`src/rtl/cp0_unit.sv`:
```
// cp0_unit: CP0 registers (BadVAddr, Count, Compare, Status, Cause, EPC), exception/ERET redirect
// and registered interrupt request. The Count/Compare timer is built only when CP0_TIMER_EN is defined.
module cp0_unit #(
    parameter int          HW_INT_N   = 6,
    parameter logic [31:0] EXC_VECTOR = 32'hBFC0_0380,
    parameter logic [31:0] INT_VECTOR = 32'hBFC0_0400
) (
    input  logic                cpu_clk_50M,
    input  logic                cpu_rst_n,
    input  logic                we,
    input  logic                re,
    input  logic [4:0]          waddr,
    input  logic [4:0]          raddr,
    input  logic [31:0]         wdata,
    input  logic [HW_INT_N-1:0] int_i,
    input  logic [4:0]          exccode_i,
    input  logic [31:0]         exc_badvaddr_i,
    input  logic [31:0]         pc_i,
    input  logic                in_delay_i,
    output logic                flush,
    output logic                flush_im,
    output logic [31:0]         cp0_excaddr,
    output logic [31:0]         data_o,
    output logic [31:0]         status_o,
    output logic [31:0]         cause_o,
    output logic                int_req_o
);

    localparam logic [4:0]  EXC_INT      = 5'h00;
    localparam logic [4:0]  EXC_NONE     = 5'h10;
    localparam logic [4:0]  EXC_ERET     = 5'h11;
    localparam logic [4:0]  REG_BADVADDR = 5'd8;
    localparam logic [4:0]  REG_COUNT    = 5'd9;
    localparam logic [4:0]  REG_COMPARE  = 5'd11;
    localparam logic [4:0]  REG_STATUS   = 5'd12;
    localparam logic [4:0]  REG_CAUSE    = 5'd13;
    localparam logic [4:0]  REG_EPC      = 5'd14;
    localparam logic [31:0] STATUS_RESET = 32'h1000_0000;
    localparam logic [31:0] STATUS_WMASK = 32'h1000_FF03;

    logic [31:0] badvaddr_q, badvaddr_d;
    logic [31:0] epc_q, epc_d;
    logic [31:0] status_q, status_d;
    logic        bd_q, bd_d;
    logic [4:0]  exccode_q, exccode_d;
    logic [1:0]  sw_ip_q, sw_ip_d;
    logic [5:0]  hw_ip_q, hw_ip_d;
    logic        flush_im_q;
    logic        int_req_q, int_req_d;
    logic        is_exc_s, is_eret_s, mtc0_s;
    logic [31:0] count_s, compare_s, cause_s;
    logic        ti_s;

    assign is_exc_s  = (exccode_i != EXC_NONE) && (exccode_i != EXC_ERET);
    assign is_eret_s = (exccode_i == EXC_ERET);
    assign mtc0_s    = we && (exccode_i == EXC_NONE);

    // Zero-extend the hardware lines into the six IP[15:10] slots.
    always_comb begin
        hw_ip_d = 6'd0;
        for (int i = 0; i < HW_INT_N; i++) begin
            hw_ip_d[i] = int_i[i];
        end
    end

`ifdef CP0_TIMER_EN
    logic [31:0] count_q, count_d, compare_q, compare_d, count_inc_s;
    logic        phase_q, phase_d, ti_q, ti_d;

    // Count advances every second cycle; a Count write restarts the phase and a Compare write clears TI.
    always_comb begin
        count_inc_s = count_q + 32'd1;
        phase_d     = ~phase_q;
        count_d     = count_q;
        compare_d   = compare_q;
        ti_d        = ti_q;
        if (mtc0_s && (waddr == REG_COUNT)) begin
            count_d = wdata;
            phase_d = 1'b0;
        end else if (phase_q) begin
            count_d = count_inc_s;
            ti_d    = ti_q | (count_inc_s == compare_q);
        end else begin
            count_d = count_q;
        end
        if (mtc0_s && (waddr == REG_COMPARE)) begin
            compare_d = wdata;
            ti_d      = 1'b0;
        end else begin
            compare_d = compare_q;
        end
    end

    // Timer state register.
    always_ff @(posedge cpu_clk_50M) begin
        if (!cpu_rst_n) begin
            count_q   <= 32'd0;
            compare_q <= 32'd0;
            phase_q   <= 1'b0;
            ti_q      <= 1'b0;
        end else begin
            count_q   <= count_d;
            compare_q <= compare_d;
            phase_q   <= phase_d;
            ti_q      <= ti_d;
        end
    end

    assign count_s   = count_q;
    assign compare_s = compare_q;
    assign ti_s      = ti_q;
`else
    assign count_s   = 32'd0;
    assign compare_s = 32'd0;
    assign ti_s      = 1'b0;
`endif

    // TI shares IP[15] with the sixth hardware line.
    assign cause_s   = {bd_q, ti_s, 14'd0, hw_ip_q[5] | ti_s, hw_ip_q[4:0], sw_ip_q, 1'b0, exccode_q, 2'b00};
    assign int_req_d = status_q[0] & ~status_q[1] & (|(cause_s[15:8] & status_q[15:8]));

    // Architectural next state: exception beats ERET beats mtc0.
    always_comb begin
        badvaddr_d = badvaddr_q;
        epc_d      = epc_q;
        status_d   = status_q;
        bd_d       = bd_q;
        exccode_d  = exccode_q;
        sw_ip_d    = sw_ip_q;
        if (is_exc_s) begin
            if (!status_q[1]) begin
                epc_d = in_delay_i ? (pc_i - 32'd4) : pc_i;
                bd_d  = in_delay_i;
            end else begin
                epc_d = epc_q;
                bd_d  = bd_q;
            end
            status_d[1] = 1'b1;
            exccode_d   = exccode_i;
            badvaddr_d  = exc_badvaddr_i;
        end else if (is_eret_s) begin
            status_d[1] = 1'b0;
        end else if (mtc0_s) begin
            case (waddr)
                REG_STATUS: status_d = wdata & STATUS_WMASK;
                REG_CAUSE:  sw_ip_d  = wdata[9:8];
                REG_EPC:    epc_d    = wdata;
                default:    epc_d    = epc_q;
            endcase
        end else begin
            sw_ip_d = sw_ip_q;
        end
    end

    // Architectural register file, interrupt sample and request, delayed flush.
    always_ff @(posedge cpu_clk_50M) begin
        if (!cpu_rst_n) begin
            badvaddr_q <= 32'd0;
            epc_q      <= 32'd0;
            status_q   <= STATUS_RESET;
            bd_q       <= 1'b0;
            exccode_q  <= 5'd0;
            sw_ip_q    <= 2'd0;
            hw_ip_q    <= 6'd0;
            flush_im_q <= 1'b0;
            int_req_q  <= 1'b0;
        end else begin
            badvaddr_q <= badvaddr_d;
            epc_q      <= epc_d;
            status_q   <= status_d;
            bd_q       <= bd_d;
            exccode_q  <= exccode_d;
            sw_ip_q    <= sw_ip_d;
            hw_ip_q    <= hw_ip_d;
            flush_im_q <= flush;
            int_req_q  <= int_req_d;
        end
    end

    // Redirect target, flush and mfc0 data; reads return the pre-write value.
    always_comb begin
        flush       = 1'b0;
        cp0_excaddr = 32'd0;
        data_o      = 32'd0;
        if (cpu_rst_n) begin
            flush = (exccode_i != EXC_NONE);
            case (exccode_i)
                EXC_NONE: cp0_excaddr = 32'd0;
                EXC_INT:  cp0_excaddr = INT_VECTOR;
                EXC_ERET: cp0_excaddr = (we && (waddr == REG_EPC)) ? wdata : epc_q;
                default:  cp0_excaddr = EXC_VECTOR;
            endcase
            if (re) begin
                case (raddr)
                    REG_BADVADDR: data_o = badvaddr_q;
                    REG_COUNT:    data_o = count_s;
                    REG_COMPARE:  data_o = compare_s;
                    REG_STATUS:   data_o = status_q;
                    REG_CAUSE:    data_o = cause_s;
                    REG_EPC:      data_o = epc_q;
                    default:      data_o = 32'd0;
                endcase
            end else begin
                data_o = 32'd0;
            end
        end else begin
            flush = 1'b0;
        end
    end

    assign flush_im  = flush_im_q;
    assign status_o  = status_q;
    assign cause_o   = cause_s;
    assign int_req_o = int_req_q;

endmodule

```
`config.mk`:
```
export PLATFORM = sky130hd
export DESIGN_NAME = cp0_unit
export DESIGN_NICKNAME = d
export VERILOG_FILES = /design/src/rtl/cp0_unit.sv
export SDC_FILE = /design/constraint.sdc
export NUM_CORES = 1
export LEC_CHECK = 0
export BUFFER_PORTS_ARGS = -buffer_cell sky130_fd_sc_hd__buf_4
export CORE_UTILIZATION = 30
export CTS_BUF_LIST = sky130_fd_sc_hd__clkbuf_4
export DETAILED_ROUTE_END_ITERATION = 10
export PLACE_DENSITY = 0.56
export SLEW_MARGIN = 20
export SYNTH_ARGS = -nofsm -noshare
export SYNTH_HDL_FRONTEND = slang
export SYNTH_SLANG_ARGS = --single-unit
```
`constraint.sdc`:
```
create_clock -name cpu_clk_50M -period 4.5 [get_ports cpu_clk_50M]
set_input_delay 0.225 -clock cpu_clk_50M [delete_from_list [all_inputs] [get_ports cpu_clk_50M]]
set_output_delay 0.225 -clock cpu_clk_50M [all_outputs]
set_load 0.05 [all_outputs]
```
==> metrics.md, run 1 <==
| Metric | Value |
|---|---|
| CP max stage cell | nand3_1 |
| WS Path Type | in -> out |
| Met3 Track Usage GR | 2.65% |
| Layout cell share with drive strength beyond 1 | 27.6% |
| Final design utilization | 41.5% |
| CP max stage delay | 0.63 ns |
| Crit path top cell by count | buf_4 |
| Yosys warnings | 0 |
| DP Cell Count | 1,131 |
| Final nets | 1,058 |
| GRT Residual Overflow | 0 |
| Number of synthesized flops with an enable pin | 0 |
| Post-Layout Cell Count | 1,170 |
| Max-cap viol count | 0 |
| Status | finished, final reports clean |
| Global-route wire length before repair | 32,100 um |
| Fmax | 0.303 GHz |
| Die area | 18,800 um^2 |
| RSZ-0062 raised after global routing | no |
| Mapped cell area | 5490 um^2 |
| Flops & latches, synth | 91 |
| CTS tree | yes |
| Ys async rst share | 0% |
| Vias | 5,991 |
| Die W | 137 um |
| Ports | 253 |
| Starting density of the core | 30.6% |
| Row count | 49 |
| Primary FF master, synth | dfxtp_1 |
| Synth area leaders | dfxtp_1, a21oi_1, nand2_1 |
| Sequential element share of the synthesized area | 33.2% |
| Startpoint types | input pin |
| Overall Global Routing Usage | 22.6% |
| Final worst setup slack | 1.20 ns |
| Initial antenna violation count | 1 |
| DRT Wirelength | 21,500 um |
| Vias in the first global route | 5,479 |
| Maximum vdd ir drop | 108 uV |
| Mapped Cells | 736 |
| Distinct cells, synth | 58 |
| Multi-input combinational cell area | 3280 um^2 |
| Final Skew | 0.0141 ns |
| Post-route minimum period | 3.30 ns |
| Max-slew violations | 0 |
| Met2 global-route usage | 33.9% |
| Clk_lat worst skew | 0.45 ns |
| Area Growth Syn to Fin | 35.7% |
| Yosys top cell area share | 33.2% |
| Final Hold Viols | 0 |
| DR vias/cell | 5.12 |
| Critical-path cell list | dlygate4sd3_1 > buf_4 > nor4b_2 > buf_4 > nand3_1 > a21oi_1 > buf_4 |
| Largest net degree at the start of global routing | 46 |
| Post-CTS Resized | 0 |
| CTS Buf Count | 9 |
| Total power | 1.81 mW |
| # clock sinks | 91 |
| Core box area | 18,000 um^2 |
| Antenna Nets Post-Route | 0 |
| Cell Pwr Density | 243 nW/um^2 |
| Clock root cell | clkbuf_4 |
| Avg Inst Size Synth | 7.46 um^2 |
| Leakage | 3.17 nW |
| Hold/Removal Path Class | in -> reg |
| Buffers on Ports | 213 |
| Post-synth top area cell | dfxtp_1 |
| Layout fillers | 1,903 |
| CTS clk-pin slew, worst paths | 0.13 ns |
| Global route hottest layer | met2 |
| Final period utilization | 73.3% |
| Die height | 137 um |
| Setup Buffers After CTS | 0 |
| Number of DRC markers in iteration 0 | 490 |
| Reg area | 1820 um^2 |
| Crit Path Max Fanout | 30 |
| Max transition margin | 40.4% |
| Gpl congestion | 0.838 |
| Global routing usage on met1 | 33.7% |
| H-tree depth | 3 |
| CTS Hold Bufs | 22 |
| Drt drc | 0 |
| Worst-Margin Slew | 0.887 ns |
| Final Instance Area | 7450 um^2 |
| WL/cell | 18.3 um |
| Post-DP HPWL | 16,100 um |
| Total iterations of the first detailed-routing run | 6 |
| Endpoints failing setup | 0 |
| Setup WS pre-CTS | 1.78 ns |
| Max clock buf depth | 2 |
| CP Capture Type | output port |
| Dpl cell area | 7100 um^2 |
| Worst endpoint required time | 4.28 ns |
| WHS | 0.0248 ns |
| Sum of negative setup slack | 0 ns |
| CP arrival | 3.07 ns |
layer usage:
layer,vias to the layer above,wire length (um)
li1,2944,-
met5,-,0
met4,0,228
met1,2823,10500
met3,17,1180
met2,207,9540
final cells by class:
class | count | share of cell area, %
multi-input combinational | 581 | 44.1
sequential | 91 | 24.5
inverter | 6 | 0.302
antenna | 1 | 0.0336
clock buffer | 12 | 1.21
timing repair buffer | 246 | 25.5
tap | 229 | 3.85
clock inverter | 4 | 0.554
cells by family (layout without fill, tap and decap cells):
logic type                 after synthesis  in the layout  synth area share, %
xor gates and xnor gates                24             24                 3.83
AOI/OAI and AO/OA                      208            208                 23.9
muxes                                   24             24                 4.67
other                                    1             40               0.0683
and+or+nand+nor                        284            284                 23.9
adders and majority gates                2              2                0.410
DFF                                     91             91                 33.2
buffers and inverters                  102            268                 10.0
report_power, final:
part           switching [mW]  total, mW  internal (mW)
Clock                   0.280      0.464          0.184
Sequential             0.0511      0.902          0.851
Combinational           0.278      0.441          0.162
Total                   0.610       1.81           1.20
worst max-delay path, delay by kind of cell:
family	cells	cell delay [ns]
buffers and inverters	4	1.36
AND/OR/NAND/NOR	2	0.94
AO/OA/AOI/OAI	1	0.53
final timing paths:
kind	slack (ns)	cells past startpoint	startpoint	to
max	1.20	7	exccode_i[1]	cp0_excaddr[1]
max reg2reg	2.11	4	status_o[1]	epc_q[29]
min	0.02	3	exc_badvaddr_i[13]	badvaddr_q[13]
min reg2reg	0.46	2	badvaddr_q[28]	badvaddr_q[28]
cell usage after synthesis, drive strengths merged (9+ instances only):
cell / number
a21oi: 111
a222oi: 9
a22oi: 38
buf: 58
clkbuf: 38
dfxtp: 91
mux2: 10
mux2i: 14
nand2: 144
nand3: 16
nor2: 64
nor3: 9
o21ai: 10
xor2: 21
cells in the final DEF, fill, tap and decap left out, types with 3 or more instances in the layout:
master	netlist	routed
o221ai_1	8	8
clkbuf_4	0	12
o21ai_0	10	10
o21a_1	3	3
xor2_1	21	21
dlygate4sd3_1	0	22
nand4b_1	4	4
a211oi_1	4	4
nand2_1	143	143
mux2_2	9	9
and2_1	7	7
nand3_1	16	16
inv_1	6	5
nor2_1	63	63
mux2i_1	14	14
nand4_1	5	5
clkinv_1	0	3
o211ai_1	5	5
or3_1	4	4
nand3b_1	5	5
nor2b_1	3	3
xnor2_1	3	3
a222oi_1	9	9
o31ai_1	3	3
nor3_1	8	7
a22oi_1	38	38
buf_4	41	224
a21oi_1	111	111
nor4_1	4	4
conb_1	1	39
dfxtp_1	91	91
or4_1	5	5
state kept, by name, summed over array words and instances, names as in the netlist:
name,flops
badvaddr_q,32
epc_q,32
status_o,11
hw_ip_q,6
exccode_q,5
sw_ip_q,2
bd_q,1
flush_im,1
int_req_o,1
No activity file was read; power rests on OpenSTA's default activity.
==> inputs of run 2 (changes only) <==
==> constraint.sdc (replaced) <==
create_clock -name cpu_clk_50M -period 3.1 [get_ports cpu_clk_50M]
set_input_delay 0.155 -clock cpu_clk_50M [delete_from_list [all_inputs] [get_ports cpu_clk_50M]]
set_output_delay 0.155 -clock cpu_clk_50M [all_outputs]
set_load 0.05 [all_outputs]
==> run 2 against run 1 <==
Final area increased by 6.3%. Worst hold slack lost 0.0024 ns. Combinational power is 57% higher. Clock skew fell by 0.0030 ns. Total power increased by 47%. First-iteration DRC count down 24%. Via count grew 3.3%. Final cell count increased by 4.2%. Critical path type is now in -> reg. Highest routed layer unchanged.
==> metrics.md, run 2 (synthesis results as in run 1) <==
| Metric | Value |
|---|---|
| Max clock buf depth | 2 (unchanged) |
| Final Hold Viols | 0 (unchanged) |
| Gpl congestion | 0.882 (was 0.838) |
| Die area | 18,800 um^2 (unchanged) |
| Final design utilization | 44.1% (was 41.5%) |
| Final Skew | 0.0111 ns (was 0.0141 ns) |
| CP Capture Type | flip-flop (was output port) |
| GRT Residual Overflow | 0 (unchanged) |
| Worst endpoint required time | 3.49 ns (was 4.28 ns) |
| Layout cell share with drive strength beyond 1 | 27.4% (was 27.6%) |
| Vias in the first global route | 5,645 (was 5,479) |
| Total iterations of the first detailed-routing run | 5 (was 6) |
| Clock root cell | clkbuf_4 (unchanged) |
| Die height | 137 um (unchanged) |
| Drt drc | 0 (unchanged) |
| Overall Global Routing Usage | 22.7% (was 22.6%) |
| WHS | 0.0224 ns (was 0.0248 ns) |
| Maximum vdd ir drop | 170 uV (was 108 uV) |
| Setup Buffers After CTS | 0 (unchanged) |
| Layout fillers | 1,865 (was 1,903) |
| Most frequent cells in the layout | buf_4, nand2_1, a21oi_1 (unchanged) |
| Dpl cell area | 7170 um^2 (was 7100 um^2) |
| Core box area | 18,000 um^2 (unchanged) |
| Max-slew violations | 0 (unchanged) |
| Vias | 6,187 (was 5,991) |
| Endpoints failing setup | 0 (unchanged) |
| Initial antenna violation count | 1 (unchanged) |
| Max transition margin | 41.5% (was 40.4%) |
| Status | finished, final reports clean (unchanged) |
| Min-delay src | wdata[7] (was exc_badvaddr_i[13]) |
| CTS tree | yes (unchanged) |
| Ports | 253 (unchanged) |
| Starting density of the core | 30.6% (unchanged) |
| RSZ-0062 raised after global routing | no (unchanged) |
| Most common cell after layout, fill and taps aside | buf_4 (unchanged) |
| Final nets | 1,108 (was 1,058) |
| Number of DRC markers in iteration 0 | 370 (was 490) |
| Area Growth Syn to Fin | 44.2% (was 35.7%) |
| Fmax | 0.349 GHz |
| WL/cell | 17.8 um (was 18.3 um) |
| Cell Pwr Density | 336 nW/um^2 (was 243 nW/um^2) |
| Worst-Margin Slew | 0.875 ns (was 0.887 ns) |
| CP arrival | 3.26 ns (was 3.07 ns) |
| Post-CTS Resized | 0 (unchanged) |
| Total power | 2.66 mW (was 1.81 mW) |
| Final Instance Area | 7920 um^2 (was 7450 um^2) |
| Row count | 49 (unchanged) |
| Largest net degree at the start of global routing | 49 (was 46) |
| Antenna Nets Post-Route | 0 (unchanged) |
| Startpoint types | input pin (unchanged) |
| Post-DP HPWL | 16,200 um (was 16,100 um) |
| DR vias/cell | 5.08 (was 5.12) |
| DRT Wirelength | 21,700 um (was 21,500 um) |
| Critical R2R Launch | status_o[1] (unchanged) |
| CTS clk-pin slew, worst paths | 0.14 ns (was 0.13 ns) |
| # clock sinks | 91 (unchanged) |
| Global-route wire length before repair | 32,400 um (was 32,100 um) |
| Hold/Removal Path Class | in -> reg (unchanged) |
| H-tree depth | 3 (unchanged) |
| Post-route minimum period | 2.87 ns |
| WS Path Type | in -> reg (was in -> out) |
| Final period utilization | 92.4% |
| CTS Buf Count | 9 (unchanged) |
| Crit Path Max Fanout | 12 (was 30) |
| Sum of negative setup slack | 0 ns (unchanged) |
| Leakage | 3.39 nW (was 3.17 nW) |
| Die W | 137 um (unchanged) |
| Buffers on Ports | 213 (unchanged) |
| Crit path from | exccode_i[1] (unchanged) |
| Clk_lat worst skew | 0.45 ns (about the same) |
| Max-cap viol count | 0 (unchanged) |
==> run 2: cell types whose count changed in the layout (fill, tap and decap cells not counted) <==
cell,delta
clkinv_1,-3
clkinv_2,+2
nor3_2,-1
dlygate4sd3_1,+39
nor3_1,+1
buf_4,+11
==> run 2: final cells by class <==
| type | instances | area, um^2 | area share (%) |
|---|---|---|---|
| Antenna cell | 1 | 2.50 | 0.0316 |
| Sequential cell | 91 | 1820 | 23.0 |
| Multi-Input combinational cell | 581 | 3280 | 41.4 |
| Clock buffer | 12 | 90.1 | 1.14 |
| Timing Repair Buffer | 296 | 2370 | 30.0 |
| Inverter | 6 | 22.5 | 0.284 |
| Clock inverter | 3 | 40.0 | 0.506 |
| Tap cell | 229 | 287 | 3.62 |
==> run 2: metrics by stage <==
stage / setup WS, ns / cells
finish: 0.235 / 1219
global route: 0.136 / 1219
CTS: 0.311 / 1217
detailed placement: 0.786 / 1142
global placement: 0.830 / 1142
floorplan: 0.816 / 774
==> run 2: metal layers <==
layer / wire length (um) / part of all wire [%] / track usage, % / vias up
met3: 1230 / 5.7 / 2.94 / 18
met1: 10400 / 48 / 33.4 / 2907
li1: - / - / - / 3028
met2: 9850 / 45 / 34.5 / 234
met4: 262 / 1.2 / 5.98 / 0
met5: 0 / 0 / 0 / -
==> run 2: final timing paths <==
check	depth (start not counted)	slack [ns]	end
setup / recovery	8	0.23	epc_q[1]
hold / removal	3	0.02	epc_q[7]
setup reg to reg	6	1.00	epc_q[1]
hold reg to reg	2	0.46	badvaddr_q[29]
==> run 2: critical path, cell delays in order <==
cell	delay, ns
dlygate4sd3_1	0.54
buf_4	0.16
or4b_2	0.76
nand2b_1	0.30
nand2_1	0.28
buf_4	0.27
a311oi_1	0.21
dlygate4sd3_1	0.58
==> run 2: timing repair <==
item                                    CTS  global route
endpoints found under the hold margin    61             1
endpoints found under the setup margin    0             0
hold buffers                             60             1
==> run 2: power by group <==
group	internal [mW]	total [mW]	switching, mW
Clock	0.268	0.663	0.395
Sequential	1.24	1.30	0.0683
Combinational	0.273	0.691	0.418
==> inputs of run 3 (changes only) <==
--- a/config.mk
+++ b/config.mk
@@ -5,11 +5,13 @@
 export SDC_FILE = /design/constraint.sdc
 export NUM_CORES = 1
 export LEC_CHECK = 0
+export ABC_AREA = 1
+export ABC_CLOCK_PERIOD_IN_PS = 3100
 export BUFFER_PORTS_ARGS = -buffer_cell sky130_fd_sc_hd__buf_4
-export CORE_UTILIZATION = 30
+export CORE_UTILIZATION = 50
 export CTS_BUF_LIST = sky130_fd_sc_hd__clkbuf_4
 export DETAILED_ROUTE_END_ITERATION = 10
-export PLACE_DENSITY = 0.56
+export PLACE_DENSITY = 0.85
 export SLEW_MARGIN = 20
 export SYNTH_ARGS = -nofsm -noshare
 export SYNTH_HDL_FRONTEND = slang
==> run 3 against run 2 <==
Area after synthesis increased by 6.4%. Core utilization increased by 25 points. Wire length decreased by 4.0%. Largest power group unchanged. Synthesized cell count increased by 27%. Non-clock buffer count decreased by 27. Clock skew increased by 0.0072 ns. Clock-buffer cell count decreased by 1. Sequential share of layout area about the same.
==> metrics.md, run 3 <==
| Metric | Value |
|---|---|
| Vias | 7,121 (was 6,187) |
| Final period utilization | 82.4% (was 92.4%) |
| Core box area | 11,400 um^2 (was 18,000 um^2) |
| Yosys top cell area share | 31.2% (was 33.2%) |
| Max transition margin | 46.9% (was 41.5%) |
| Post-DP HPWL | 15,200 um (was 16,200 um) |
| Die W | 110 um (was 137 um) |
| Status | finished, final reports clean (unchanged) |
| Combinational Power Share | 25.7% (was 26.0%) |
| Crit path top cell by count | buf_4 |
| Max-slew violations | 0 (unchanged) |
| Post-route minimum period | 2.55 ns (was 2.87 ns) |
| Final Skew | 0.0183 ns (was 0.0111 ns) |
| Most common cell after layout, fill and taps aside | buf_4 (unchanged) |
| Final worst setup slack | 0.546 ns (was 0.235 ns) |
| CTS tree | yes (unchanged) |
| Initial antenna violation count | 0 (was 1) |
| Starting density of the core | 51.2% (was 30.6%) |
| Critical-path cell list | dlygate4sd3_1 > buf_4 > nor2_2 > nand3_4 > nor2_1 > nand2_2 > a211oi_1 > buf_4 (was dlygate4sd3_1 > buf_4 > or4b_2 > nand2b_1 > nand2_1 > buf_4 > a311oi_1 > dlygate4sd3_1) |
| Flops & latches, synth | 91 (unchanged) |
| CTS Buf Count | 9 (unchanged) |
| Max clock buf depth | 2 (unchanged) |
| Fmax | 0.391 GHz (was 0.349 GHz) |
| Number of DRC markers in iteration 0 | 828 (was 370) |
| DR vias/cell | 5.45 (was 5.08) |
| Mapped cell area | 5850 um^2 (was 5490 um^2) |
| GRT Residual Overflow | 0 (unchanged) |
| Gpl congestion | 0.970 (was 0.882) |
| CP max stage delay | 0.56 ns (was 0.76 ns) |
| Setup WS pre-CTS | 0.900 ns (was 0.786 ns) |
| Antenna Nets Post-Route | 0 (unchanged) |
| Endpoints failing setup | 0 (unchanged) |
| Row count | 39 (was 49) |
| Hold/Removal Path Class | in -> reg (unchanged) |
| Yosys warnings | 0 (unchanged) |
| CP arrival | 2.40 ns (was 3.26 ns) |
| Switching pwr | 0.923 mW (was 0.881 mW) |
| Ports | 253 (unchanged) |
| Startpoint types | input pin (unchanged) |
| Depth of the worst hold-timing path | 3 (unchanged) |
| CP delay by family, top | buffers and inverters (unchanged) |
| CTS clk-pin slew, worst paths | 0.14 ns (about the same) |
| Final Hold Viols | 0 (unchanged) |
| Final nets | 1,281 (was 1,108) |
| Largest net degree at the start of global routing | 77 (was 49) |
| Max-cap viol count | 0 (unchanged) |
| Buffers on Ports | 213 (unchanged) |
| Avg Inst Size Synth | 6.27 um^2 (was 7.46 um^2) |
| Maximum vdd ir drop | 221 uV (was 170 uV) |
| Drt drc | 0 (unchanged) |
| # diodes | 0 (was 1) |
| Internal power | 1.85 mW (was 1.78 mW) |
| RSZ-0062 raised after global routing | no (unchanged) |
| WL/cell | 16.0 um (was 17.8 um) |
| Part of the power in registers | 46.8% (was 49.1%) |
| Die height | 110 um (was 137 um) |
| Sequential element share of the synthesized area | 31.2% (was 33.2%) |
| Leakage | 3.58 nW (was 3.39 nW) |
| Global-route wire length before repair | 31,200 um (was 32,400 um) |
| Cell Pwr Density | 349 nW/um^2 (was 336 nW/um^2) |
| Total iterations of the first detailed-routing run | 5 (unchanged) |
| Cell count along the critical path | 8 (unchanged) |
| Clock share of power | 27.4% (was 24.9%) |
| H-tree depth | 3 (unchanged) |
| Overall Global Routing Usage | 33.6% (was 22.7%) |
| Crit Path Max Fanout | 19 (was 12) |
| Clock root cell | clkbuf_4 (unchanged) |
| Sum of negative setup slack | 0 ns (unchanged) |
| CP Capture Type | output port (was flip-flop) |
| Synth area leaders | dfxtp_1, nand2_1, nor2_1 (was dfxtp_1, a21oi_1, nand2_1) |
| Worst path bufs/invs | 3 (was 4) |
| Post-synth top cells | nand2_1, nor2_1, a21oi_1, dfxtp_1, inv_1 (was nand2_1, a21oi_1, dfxtp_1, nor2_1, buf_4) |
| Vias in the first global route | 6,214 (was 5,645) |
| DRT Wirelength | 20,800 um (was 21,700 um) |
| Distinct cells, synth | 36 (was 58) |
| WS Path Type | in -> out (was in -> reg) |
| Primary FF master, synth | dfxtp_1 (unchanged) |
| Most common cell in the netlist | nand2_1 (unchanged) |
| Ys async rst share | 0% (unchanged) |
| Worst endpoint required time | 2.94 ns (was 3.49 ns) |
| Worst-Margin Slew | 0.796 ns (was 0.875 ns) |
| R2R depth | 6 (unchanged) |
| Clk_lat worst skew | 0.43 ns (was 0.45 ns) |
| # clock sinks | 91 (unchanged) |
| Layout cell share with drive strength beyond 1 | 22.4% (was 27.4%) |
| Post-synth top area cell | dfxtp_1 (unchanged) |
| Number of synthesized flops with an enable pin | 0 (unchanged) |
| Area Growth Syn to Fin | 35.7% (was 44.2%) |
| Sw Share | 33.3% (was 33.2%) |
| Die area | 12,100 um^2 (was 18,800 um^2) |
| Post-CTS Resized | 0 (unchanged) |
| CP max stage cell | dlygate4sd3_1 (was or4b_2) |
| Most frequent cells in the layout | buf_4, nand2_1, nor2_1 (was buf_4, nand2_1, a21oi_1) |
| Mapped Cells | 932 (was 736) |
run 3: cell count changes after synthesis, sizes merged, moves of 13 or more:
cell	delta
nor2	+105
inv	+86
o21ai	+75
a22oi	-38
nand2	+19
nand3	+18
xor2	-17
mux2i	-14
a211oi	+13
run 3: metrics by stage:
| step | area, um^2 | std cells | utilization, % | power, mW | hold slack (ns) |
|---|---|---|---|---|---|
| 3_5_place_dp | 7300 | 1244 | 64.0 | 1.97 | 0.342 |
| 3_3_place_gp | 7300 | 1244 | 64.0 | 1.97 | 0.338 |
| 6_report | 7930 | 1306 | 69.5 | 2.77 | 0.0190 |
| 5_1_grt | 7930 | 1306 | 69.5 | 2.89 | 0.00382 |
| 2_1_floorplan | 5990 | 970 | - | 1.75 | 0.253 |
| 4_1_cts | 7930 | 1306 | 69.5 | 2.76 | 0.00725 |
run 3: what timing repair did:
item / 4_1_cts / 5_1_grt
endpoints found under the hold margin: 46 / 0
buffers inserted: 0 / 0
hold buffers: 46 / 0
run 3: logic make-up after synthesis:
logic type,count (synthesis),share of synthesized area (%)
adders and majority gates,1,0.214
other,1,0.0642
buffers and inverters,185,15.2
AOI/OAI and AO/OA,253,24.0
and+or+nand+nor,394,28.3
xor gates and xnor gates,7,1.05
DFF,91,31.2
run 3: path summary, 6_finish.rpt:
kind | startpoint | endpoint | slack, ns
setup / recovery | exccode_i[3] | cp0_excaddr[12] | 0.55
hold / removal | wdata[13] | epc_q[13] | 0.02
setup reg to reg | status_o[1] | epc_q[31] | 1.49
hold reg to reg | epc_q[0] | epc_q[0] | 0.50
run 3: final cells by class:
type,count,area [um^2]
Clock inverter,5,85.1
Sequential cell,91,1820
Fill cell,1019,3490
Timing Repair Buffer,269,2130
Multi-Input combinational cell,694,3280
Clock buffer,11,82.6
Inverter,93,349
Tap cell,143,179
run 3: metal layers:
metal	wire length (um)	vias up	part of all wire, %	GRT usage, %
met5	0	-	0	0
li1	-	3445	-	-
met4	502	0	2.4	11.2
met1	8870	3252	43	44.6
met2	9810	378	47	56.3
met3	1670	46	8.0	4.06
run 3: power groups by stage:
stage / combinational, mW / clock, mW / sequential [mW]
4_1_cts: 0.702 / 0.764 / 1.29
3_3_place_gp: 0.647 / 0 / 1.32
5_1_grt: 0.773 / 0.815 / 1.30
6_report: 0.713 / 0.760 / 1.30
3_5_place_dp: 0.654 / 0 / 1.32
2_1_floorplan: 0.424 / 0 / 1.33
run 3: worst register-to-register path: cells and delay by family, from the launching register on:
family	cells	cell delay, ns
flip-flops	1	0.41
AO/OA/AOI/OAI	3	0.47
buffers and inverters	1	0.39
AND/OR/NAND/NOR	2	0.23
